--- config.mk ---
export PLATFORM = sky130hd
export DESIGN_NAME = linebuf_pingpong_ctrl_flat
export DESIGN_NICKNAME = d
export VERILOG_FILES = /design/src/rtl/linebuf_pingpong_ctrl_if.sv /design/src/rtl/linebuf_pingpong_ctrl.sv /design/src/flat_wrapper.sv
export SDC_FILE = /design/constraint.sdc
export NUM_CORES = 1
export LEC_CHECK = 0
export CAP_MARGIN = 5
export CORE_MARGIN = 3
export CORE_UTILIZATION = 30
export CTS_BUF_LIST = sky130_fd_sc_hd__clkbuf_4 sky130_fd_sc_hd__clkbuf_8
export DETAILED_ROUTE_END_ITERATION = 16
export REMOVE_ABC_BUFFERS = 1
export SYNTH_ARGS = -nofsm -noshare
export SYNTH_HDL_FRONTEND = slang
export SYNTH_SLANG_ARGS = --single-unit
--- constraint.sdc ---
create_clock -name clock -period 1.65 [get_ports clock]
set_input_delay 0.2475 -clock clock [delete_from_list [all_inputs] [get_ports clock]]
set_output_delay 0.2475 -clock clock [all_outputs]
set_load 0.05 [all_outputs]
--- src/rtl/linebuf_pingpong_ctrl_if.sv ---
// Sink/source handshakes and FIFO strobes of the deinterlacer line-buffer scheduler.
// No latency of its own; the slave modport is the controller's view, master is the environment's.
// stall_cnt is present only when STALL_CNT_EN is defined.
interface linebuf_pingpong_ctrl_if #(
  parameter int LINES_PER_FIELD = 288
);
  localparam int LN_W = (LINES_PER_FIELD > 1) ? $clog2(LINES_PER_FIELD) : 1;

  logic            wr_pix;
  logic            wr_sop;
  logic            wr_ready;
  logic            wr_req0;
  logic            wr_req1;
  logic            rd_req0;
  logic            rd_req1;
  logic            empty_en0;
  logic            empty_en1;
  logic            rd_ready;
  logic            rd_avail;
  logic            q_valid;
  logic            q_sel;
  logic            q_sol;
  logic            q_eol;
  logic            q_sof;
  logic            q_eof;
  logic [LN_W-1:0] line_idx;
`ifdef STALL_CNT_EN
  logic [15:0]     stall_cnt;
`endif

  modport slave (
    input  wr_pix, wr_sop, rd_ready,
    output wr_ready, wr_req0, wr_req1, rd_req0, rd_req1, empty_en0, empty_en1,
    output rd_avail, q_valid, q_sel, q_sol, q_eol, q_sof, q_eof, line_idx
`ifdef STALL_CNT_EN
    , output stall_cnt
`endif
  );

  modport master (
    output wr_pix, wr_sop, rd_ready,
    input  wr_ready, wr_req0, wr_req1, rd_req0, rd_req1, empty_en0, empty_en1,
    input  rd_avail, q_valid, q_sel, q_sol, q_eol, q_sof, q_eof, line_idx
`ifdef STALL_CNT_EN
    , input stall_cnt
`endif
  );
endinterface

--- src/rtl/linebuf_pingpong_ctrl.sv ---
// Ping-pong scheduler for two line FIFOs: steers sink pixels, grants source reads, emits line/field markers.
// Strobes are combinational in the handshake cycle; q_* markers are registered (1 cycle, FIFO read latency).
// wr_ready drops while the write buffer holds an undrained line or on an abort; optional STALL_CNT_EN adds stall_cnt.
module linebuf_pingpong_ctrl #(
  parameter int LINE_LEN        = 720,
  parameter int LINES_PER_FIELD = 288
) (
  input  logic                   clock,
  input  logic                   reset,
  linebuf_pingpong_ctrl_if.slave bus
);
  localparam int CNT_W = (LINE_LEN > 1) ? $clog2(LINE_LEN) : 1;
  localparam int LN_W  = (LINES_PER_FIELD > 1) ? $clog2(LINES_PER_FIELD) : 1;
  localparam logic [CNT_W-1:0] PIX_LAST = CNT_W'(LINE_LEN - 1);
  localparam logic [LN_W-1:0]  LN_LAST  = LN_W'(LINES_PER_FIELD - 1);

  typedef enum logic [1:0] {
    EMPTY    = 2'd0,
    FILLING  = 2'd1,
    READY    = 2'd2,
    DRAINING = 2'd3
  } buf_state_t;

  buf_state_t      st_q   [2];
  buf_state_t      st_nxt [2];
  logic            wsel;
  logic            rsel;
  logic [CNT_W-1:0] wcnt;
  logic [CNT_W-1:0] rcnt;
  logic [1:0]      sof_flag;
  logic [LN_W-1:0] line_idx;

  logic            w_last;
  logic            r_last;
  logic            abort;
  logic            wr_ready;
  logic            accept;
  logic            rd_avail;
  logic            take;

  // Per-buffer occupancy state register
  always_ff @(posedge clock or negedge reset) begin
    if (!reset) begin
      st_q[0] <= EMPTY;
      st_q[1] <= EMPTY;
    end else begin
      st_q[0] <= st_nxt[0];
      st_q[1] <= st_nxt[1];
    end
  end

  // Next occupancy state: write and read never touch the same buffer in one cycle
  always_comb begin
    for (int b = 0; b < 2; b++) begin
      st_nxt[b] = st_q[b];
      if (wsel == 1'(b)) begin
        if (abort) begin
          st_nxt[b] = EMPTY;
        end else if (accept) begin
          st_nxt[b] = w_last ? READY : FILLING;
        end
      end
      if (take && (rsel == 1'(b))) begin
        st_nxt[b] = r_last ? EMPTY : DRAINING;
      end
    end
  end

  // Handshake decode from registered state; everything held low while reset is asserted
  always_comb begin
    w_last   = (wcnt == PIX_LAST);
    r_last   = (rcnt == PIX_LAST);
    abort    = reset & bus.wr_pix & bus.wr_sop & (wcnt != '0);
    wr_ready = reset & ~abort & ((st_q[wsel] == EMPTY) || (st_q[wsel] == FILLING));
    accept   = bus.wr_pix & wr_ready;
    rd_avail = reset & ((st_q[rsel] == READY) || (st_q[rsel] == DRAINING));
    take     = rd_avail & bus.rd_ready;
  end

  assign bus.wr_ready  = wr_ready;
  assign bus.wr_req0   = accept & ~wsel;
  assign bus.wr_req1   = accept & wsel;
  assign bus.empty_en0 = abort & ~wsel;
  assign bus.empty_en1 = abort & wsel;
  assign bus.rd_avail  = rd_avail;
  assign bus.rd_req0   = take & ~rsel;
  assign bus.rd_req1   = take & rsel;
  assign bus.line_idx  = line_idx;

  // Sink pixel counter, write buffer select and field-start flag latched on a line's first pixel
  always_ff @(posedge clock or negedge reset) begin
    if (!reset) begin
      wsel     <= 1'b0;
      wcnt     <= '0;
      sof_flag <= '0;
    end else if (abort) begin
      wcnt <= '0;
    end else if (accept) begin
      if (st_q[wsel] == EMPTY) begin
        sof_flag[wsel] <= bus.wr_sop;
      end
      if (w_last) begin
        wcnt <= '0;
        wsel <= ~wsel;
      end else begin
        wcnt <= wcnt + CNT_W'(1);
      end
    end
  end

  // Source pixel counter and read buffer select
  always_ff @(posedge clock or negedge reset) begin
    if (!reset) begin
      rsel <= 1'b0;
      rcnt <= '0;
    end else if (take) begin
      if (r_last) begin
        rcnt <= '0;
        rsel <= ~rsel;
      end else begin
        rcnt <= rcnt + CNT_W'(1);
      end
    end
  end

  // Registered markers aligned with FIFO q, plus the field line index
  always_ff @(posedge clock or negedge reset) begin
    if (!reset) begin
      bus.q_valid <= 1'b0;
      bus.q_sel   <= 1'b0;
      bus.q_sol   <= 1'b0;
      bus.q_eol   <= 1'b0;
      bus.q_sof   <= 1'b0;
      bus.q_eof   <= 1'b0;
      line_idx    <= '0;
    end else begin
      bus.q_valid <= take;
      bus.q_sel   <= take & rsel;
      bus.q_sol   <= take & (rcnt == '0);
      bus.q_eol   <= take & r_last;
      bus.q_sof   <= take & (rcnt == '0) & sof_flag[rsel];
      bus.q_eof   <= take & r_last & (line_idx == LN_LAST);
      if (take && (rcnt == '0) && sof_flag[rsel]) begin
        line_idx <= '0;
      end else if (take && r_last) begin
        line_idx <= (line_idx == LN_LAST) ? '0 : line_idx + LN_W'(1);
      end
    end
  end

`ifdef STALL_CNT_EN
  logic [15:0] stall_cnt;

  // Saturating count of cycles the sink presented a pixel that was refused
  always_ff @(posedge clock or negedge reset) begin
    if (!reset) begin
      stall_cnt <= '0;
    end else if (bus.wr_pix && !wr_ready && (stall_cnt != 16'hFFFF)) begin
      stall_cnt <= stall_cnt + 16'd1;
    end
  end

  assign bus.stall_cnt = stall_cnt;
`endif
endmodule

--- src/flat_wrapper.sv ---
// flat-port wrapper written by rule: the top's interface ports become plain ports
module linebuf_pingpong_ctrl_flat 
#(
  parameter int LINE_LEN        = 720,
  parameter int LINES_PER_FIELD = 288
)
  (clock, reset, bus_wr_pix, bus_wr_sop, bus_rd_ready, bus_wr_ready, bus_wr_req0, bus_wr_req1, bus_rd_req0, bus_rd_req1, bus_empty_en0, bus_empty_en1, bus_rd_avail, bus_q_valid, bus_q_sel, bus_q_sol, bus_q_eol, bus_q_sof, bus_q_eof, bus_line_idx);
  linebuf_pingpong_ctrl_if #(.LINES_PER_FIELD(LINES_PER_FIELD)) bus_i ();
  input  logic clock;
  input  logic reset;
  input wire logic [$bits(bus_i.wr_pix)-1:0] bus_wr_pix;
  input wire logic [$bits(bus_i.wr_sop)-1:0] bus_wr_sop;
  input wire logic [$bits(bus_i.rd_ready)-1:0] bus_rd_ready;
  output wire logic [$bits(bus_i.wr_ready)-1:0] bus_wr_ready;
  output wire logic [$bits(bus_i.wr_req0)-1:0] bus_wr_req0;
  output wire logic [$bits(bus_i.wr_req1)-1:0] bus_wr_req1;
  output wire logic [$bits(bus_i.rd_req0)-1:0] bus_rd_req0;
  output wire logic [$bits(bus_i.rd_req1)-1:0] bus_rd_req1;
  output wire logic [$bits(bus_i.empty_en0)-1:0] bus_empty_en0;
  output wire logic [$bits(bus_i.empty_en1)-1:0] bus_empty_en1;
  output wire logic [$bits(bus_i.rd_avail)-1:0] bus_rd_avail;
  output wire logic [$bits(bus_i.q_valid)-1:0] bus_q_valid;
  output wire logic [$bits(bus_i.q_sel)-1:0] bus_q_sel;
  output wire logic [$bits(bus_i.q_sol)-1:0] bus_q_sol;
  output wire logic [$bits(bus_i.q_eol)-1:0] bus_q_eol;
  output wire logic [$bits(bus_i.q_sof)-1:0] bus_q_sof;
  output wire logic [$bits(bus_i.q_eof)-1:0] bus_q_eof;
  output wire logic [$bits(bus_i.line_idx)-1:0] bus_line_idx;
  assign bus_i.wr_pix = bus_wr_pix;
  assign bus_i.wr_sop = bus_wr_sop;
  assign bus_i.rd_ready = bus_rd_ready;
  assign bus_wr_ready = bus_i.wr_ready;
  assign bus_wr_req0 = bus_i.wr_req0;
  assign bus_wr_req1 = bus_i.wr_req1;
  assign bus_rd_req0 = bus_i.rd_req0;
  assign bus_rd_req1 = bus_i.rd_req1;
  assign bus_empty_en0 = bus_i.empty_en0;
  assign bus_empty_en1 = bus_i.empty_en1;
  assign bus_rd_avail = bus_i.rd_avail;
  assign bus_q_valid = bus_i.q_valid;
  assign bus_q_sel = bus_i.q_sel;
  assign bus_q_sol = bus_i.q_sol;
  assign bus_q_eol = bus_i.q_eol;
  assign bus_q_sof = bus_i.q_sof;
  assign bus_q_eof = bus_i.q_eof;
  assign bus_line_idx = bus_i.line_idx;
  linebuf_pingpong_ctrl #(.LINE_LEN(LINE_LEN), .LINES_PER_FIELD(LINES_PER_FIELD)) u_core (.clock(clock), .reset(reset), .bus(bus_i));
endmodule
==> flow_metrics.env <==
export IMPL_placed_cells=415
export IMPL_final_common_cell="buf_4"
export IMPL_rsz0062_at_grt="yes"
export IMPL_num_io_pins=28
export IMPL_synth_seq_cells=43
export IMPL_worstPathCellList="inv_2 -> ha_4 -> nor4b_4 -> a31o_4 -> buf_6 -> and3_4 -> buf_8"
export IMPL_initial_utilization_pct=31.2
export IMPL_synth_top_area_share_pct=47.0
export IMPL_finalCritPeriodShare_pct=123
export IMPL_fin_nets=353
export IMPL_worst_setup_path_end_kind="primary output"
export IMPL_leakagePower_nw=1.77
export IMPL_clk_pin_slew_ns=0.09
export IMPL_synth_edf_count=0
export IMPL_area_growth_syn_to_layout_pct=66.3
export IMPL_layout_common_cells="buf_4, dfrtp_1, nand2_1"
export IMPL_dpl_cell_area_sq_um=3120
export IMPL_antenna_found_initial=0
export IMPL_grt_pass1_wl_um=10600
export IMPL_synth_seq_area_share_pct=47.0
export IMPL_utilization_pct=51.9
export IMPL_die_h_um=93.3
export IMPL_wirelength_um=6330
export IMPL_p_per_area_nw_per_um2=753
export IMPL_maxSlewHeadroom_pct=75.8
export IMPL_worst_slew_pin_transition_ns=0.363
export IMPL_power_switching_uw=778
export IMPL_grt_max_degree=28
export IMPL_htree_levels=2
export IMPL_synth_area_sq_um=2290
export IMPL_failed_checks="setup timing"
export IMPL_slowest_stage="dfrtp_1"
export IMPL_final_max_slew_viol_count=0
export IMPL_globalRouteOverflowTotal=0
export IMPL_ys_warn_count=0
export IMPL_cp_max_fo=5
export IMPL_criticalPathCategory="flip-flop to primary output"
export IMPL_clk_latency_ns=0.31
export IMPL_ant_nets=0
export IMPL_grt_pass1_vias=2151
export IMPL_comb_power_share_pct=23.6
export IMPL_die_w_um=93.3
export IMPL_min_path_type="input port to asynchronous set/reset pin"
export IMPL_setup_slack_ns=-0.382
export IMPL_num_rows=31
export IMPL_routabilityCongestion=0.811
export IMPL_dp_slack_ns=-0.221
export IMPL_cts_buffers=5
export IMPL_tns_ns=-4.01
export IMPL_cts_tree="done"
export IMPL_max_freq_mhz=492
export IMPL_switching_share_pct=27.1
export IMPL_drive_gt1_share_pct=52.9
export IMPL_synthTopCellsByArea="dfrtp_1, nand3_1, nand2_1"
export IMPL_detail_route_wl_per_cell_um=14.3
export IMPL_syn_area_per_cell_sq_um=9.91
export IMPL_layout_min_cycle_time_ns=2.03
export IMPL_async_flop_share_pct=100
export IMPL_first_pass_iters=4
export IMPL_critPathLaunchType="flip-flop"
export IMPL_core_area_sq_um=7330
export IMPL_hold_slack_ns=0.00981
export IMPL_ctsLongestPathBuffers=2
export IMPL_p_total_mw=2.87
export IMPL_setup_viol=25
export IMPL_die_area_sq_um=8710
export IMPL_drv_cap=0
export IMPL_synth_cell_types=49
export IMPL_yosys_area_top_type="dfrtp_1"
export IMPL_p_int_mw=2.09
export IMPL_drt_iter0_drc=90
export IMPL_skew_ns=0.0127
export IMPL_hpwl_um=4230
export IMPL_peakVddDrop_mv=0.442
export IMPL_viasPerCell=4.81
export IMPL_seq_power_share_pct=40.9
export IMPL_max_stage_delay_ns=0.39
export IMPL_netlist_instances=231
export IMPL_hold_viol_final=0
export IMPL_layout_cells_non_filler=443
export IMPL_status="finished, violations left"
export IMPL_final_area_sq_um=3800
export IMPL_antennaDiodeCount=0
export IMPL_p_clk_share_pct=35.5
export IMPL_io_buffers=27
export IMPL_synth_ff_type="dfrtp_1"
export IMPL_route_detailed_drc=0
export IMPL_cp_required_ns=1.40
export IMPL_track_usage_pct=15.2
export IMPL_arrival_ns=1.78
export IMPL_vias=2129
export IMPL_root_buffer="clkbuf_8"
export IMPL_clkSinkCount=43
## final timing paths
kind                                start                 end  slack [ns]  depth (start not counted)
setup reg to reg           u_core.wcnt[1]  u_core.sof_flag[0]       -0.19                          8
hold reg to reg            u_core.rcnt[8]      u_core.rcnt[8]        0.52                          1
setup / recovery           u_core.wcnt[1]        bus_wr_ready       -0.38                          7
hold / removal                      reset      u_core.rcnt[8]        0.01                          2
min in group clock         u_core.rcnt[8]      u_core.rcnt[8]        0.52                          1
max in group asynchronous           reset    u_core.bus.q_sel        0.85                          3
## critical path, delay by kind of cell (launching register included)
kind | cells | cell delay (ns)
AOI/OAI and AO/OA | 1 | 0.24
adders and majority gates | 1 | 0.12
buffers and inverters | 3 | 0.32
DFF | 1 | 0.39
and+or+nand+nor | 2 | 0.41
## metal layers
metal | wire length, um | up-vias | track usage [%]
met5 | 0 | - | 0
met4 | 90 | 0 | 5.13
met3 | 155 | 8 | 2.33
met2 | 3050 | 33 | 24.4
met1 | 3030 | 1035 | 20.9
li1 | - | 1053 | -
## cell families after synthesis
group | count (synthesis) | synth area share (%)
compound gates | 31 | 8.86
xor+xnor | 16 | 6.12
fa+ha+maj | 5 | 2.73
buf+inv | 12 | 2.62
flops | 43 | 47.0
mux | 10 | 5.08
simple gates | 114 | 27.6
## cell type report
cell class,instances,area [sq um]
Inverter,7,28.8
Fill cell,636,3530
Tap cell,99,124
Multi-Input combinational cell,176,1480
Sequential cell,43,1080
Clock inverter,2,60.1
Clock buffer,6,76.3
Timing Repair Buffer,110,957
## power groups by stage
stage	clock (mW)	sequential [mW]	combinational, mW
2_1_floorplan	0	1.19	0.222
3_3_place_gp	0	1.18	0.453
3_5_place_dp	0	1.18	0.457
4_1_cts	1.03	1.17	0.596
5_1_grt	1.06	1.18	0.729
6_report	1.02	1.17	0.676
## synth_stat cells (all sizes together) (5+ instances only)
library cell	n
inv	7
o21ai	9
nand2	26
xor2	9
ha	5
nor2	22
and3	11
buf	5
mux2	7
nand4	8
xnor2	7
nor3	8
dfrtp	43
nand3	20
a21oi	5
## sequential cells by signal, indices dropped and copies added (netlist names)
name                 cells
u_core.bus.q_sol         1
u_core.rcnt             10
u_core.st_q              4
u_core.bus.q_valid       1
u_core.rsel              1
u_core.bus.q_eof         1
u_core.wsel              1
u_core.sof_flag          2
u_core.bus.q_sof         1
u_core.bus.line_idx      9
u_core.bus.q_sel         1
u_core.bus.q_eol         1
u_core.wcnt             10
## timing repair
| item | in CTS | in global routing |
|---|---|---|
| setup endpoints to repair | 35 | 39 |
| gates cloned | 0 | 0 |
| buffers inserted | 14 | 9 |
| pin swaps | 18 | 18 |
| hold endpoints to repair | 7 | 0 |
| hold buffers | 2 | 0 |
| resized for setup | 66 | 26 |
Power figures use the tool's default switching activity.
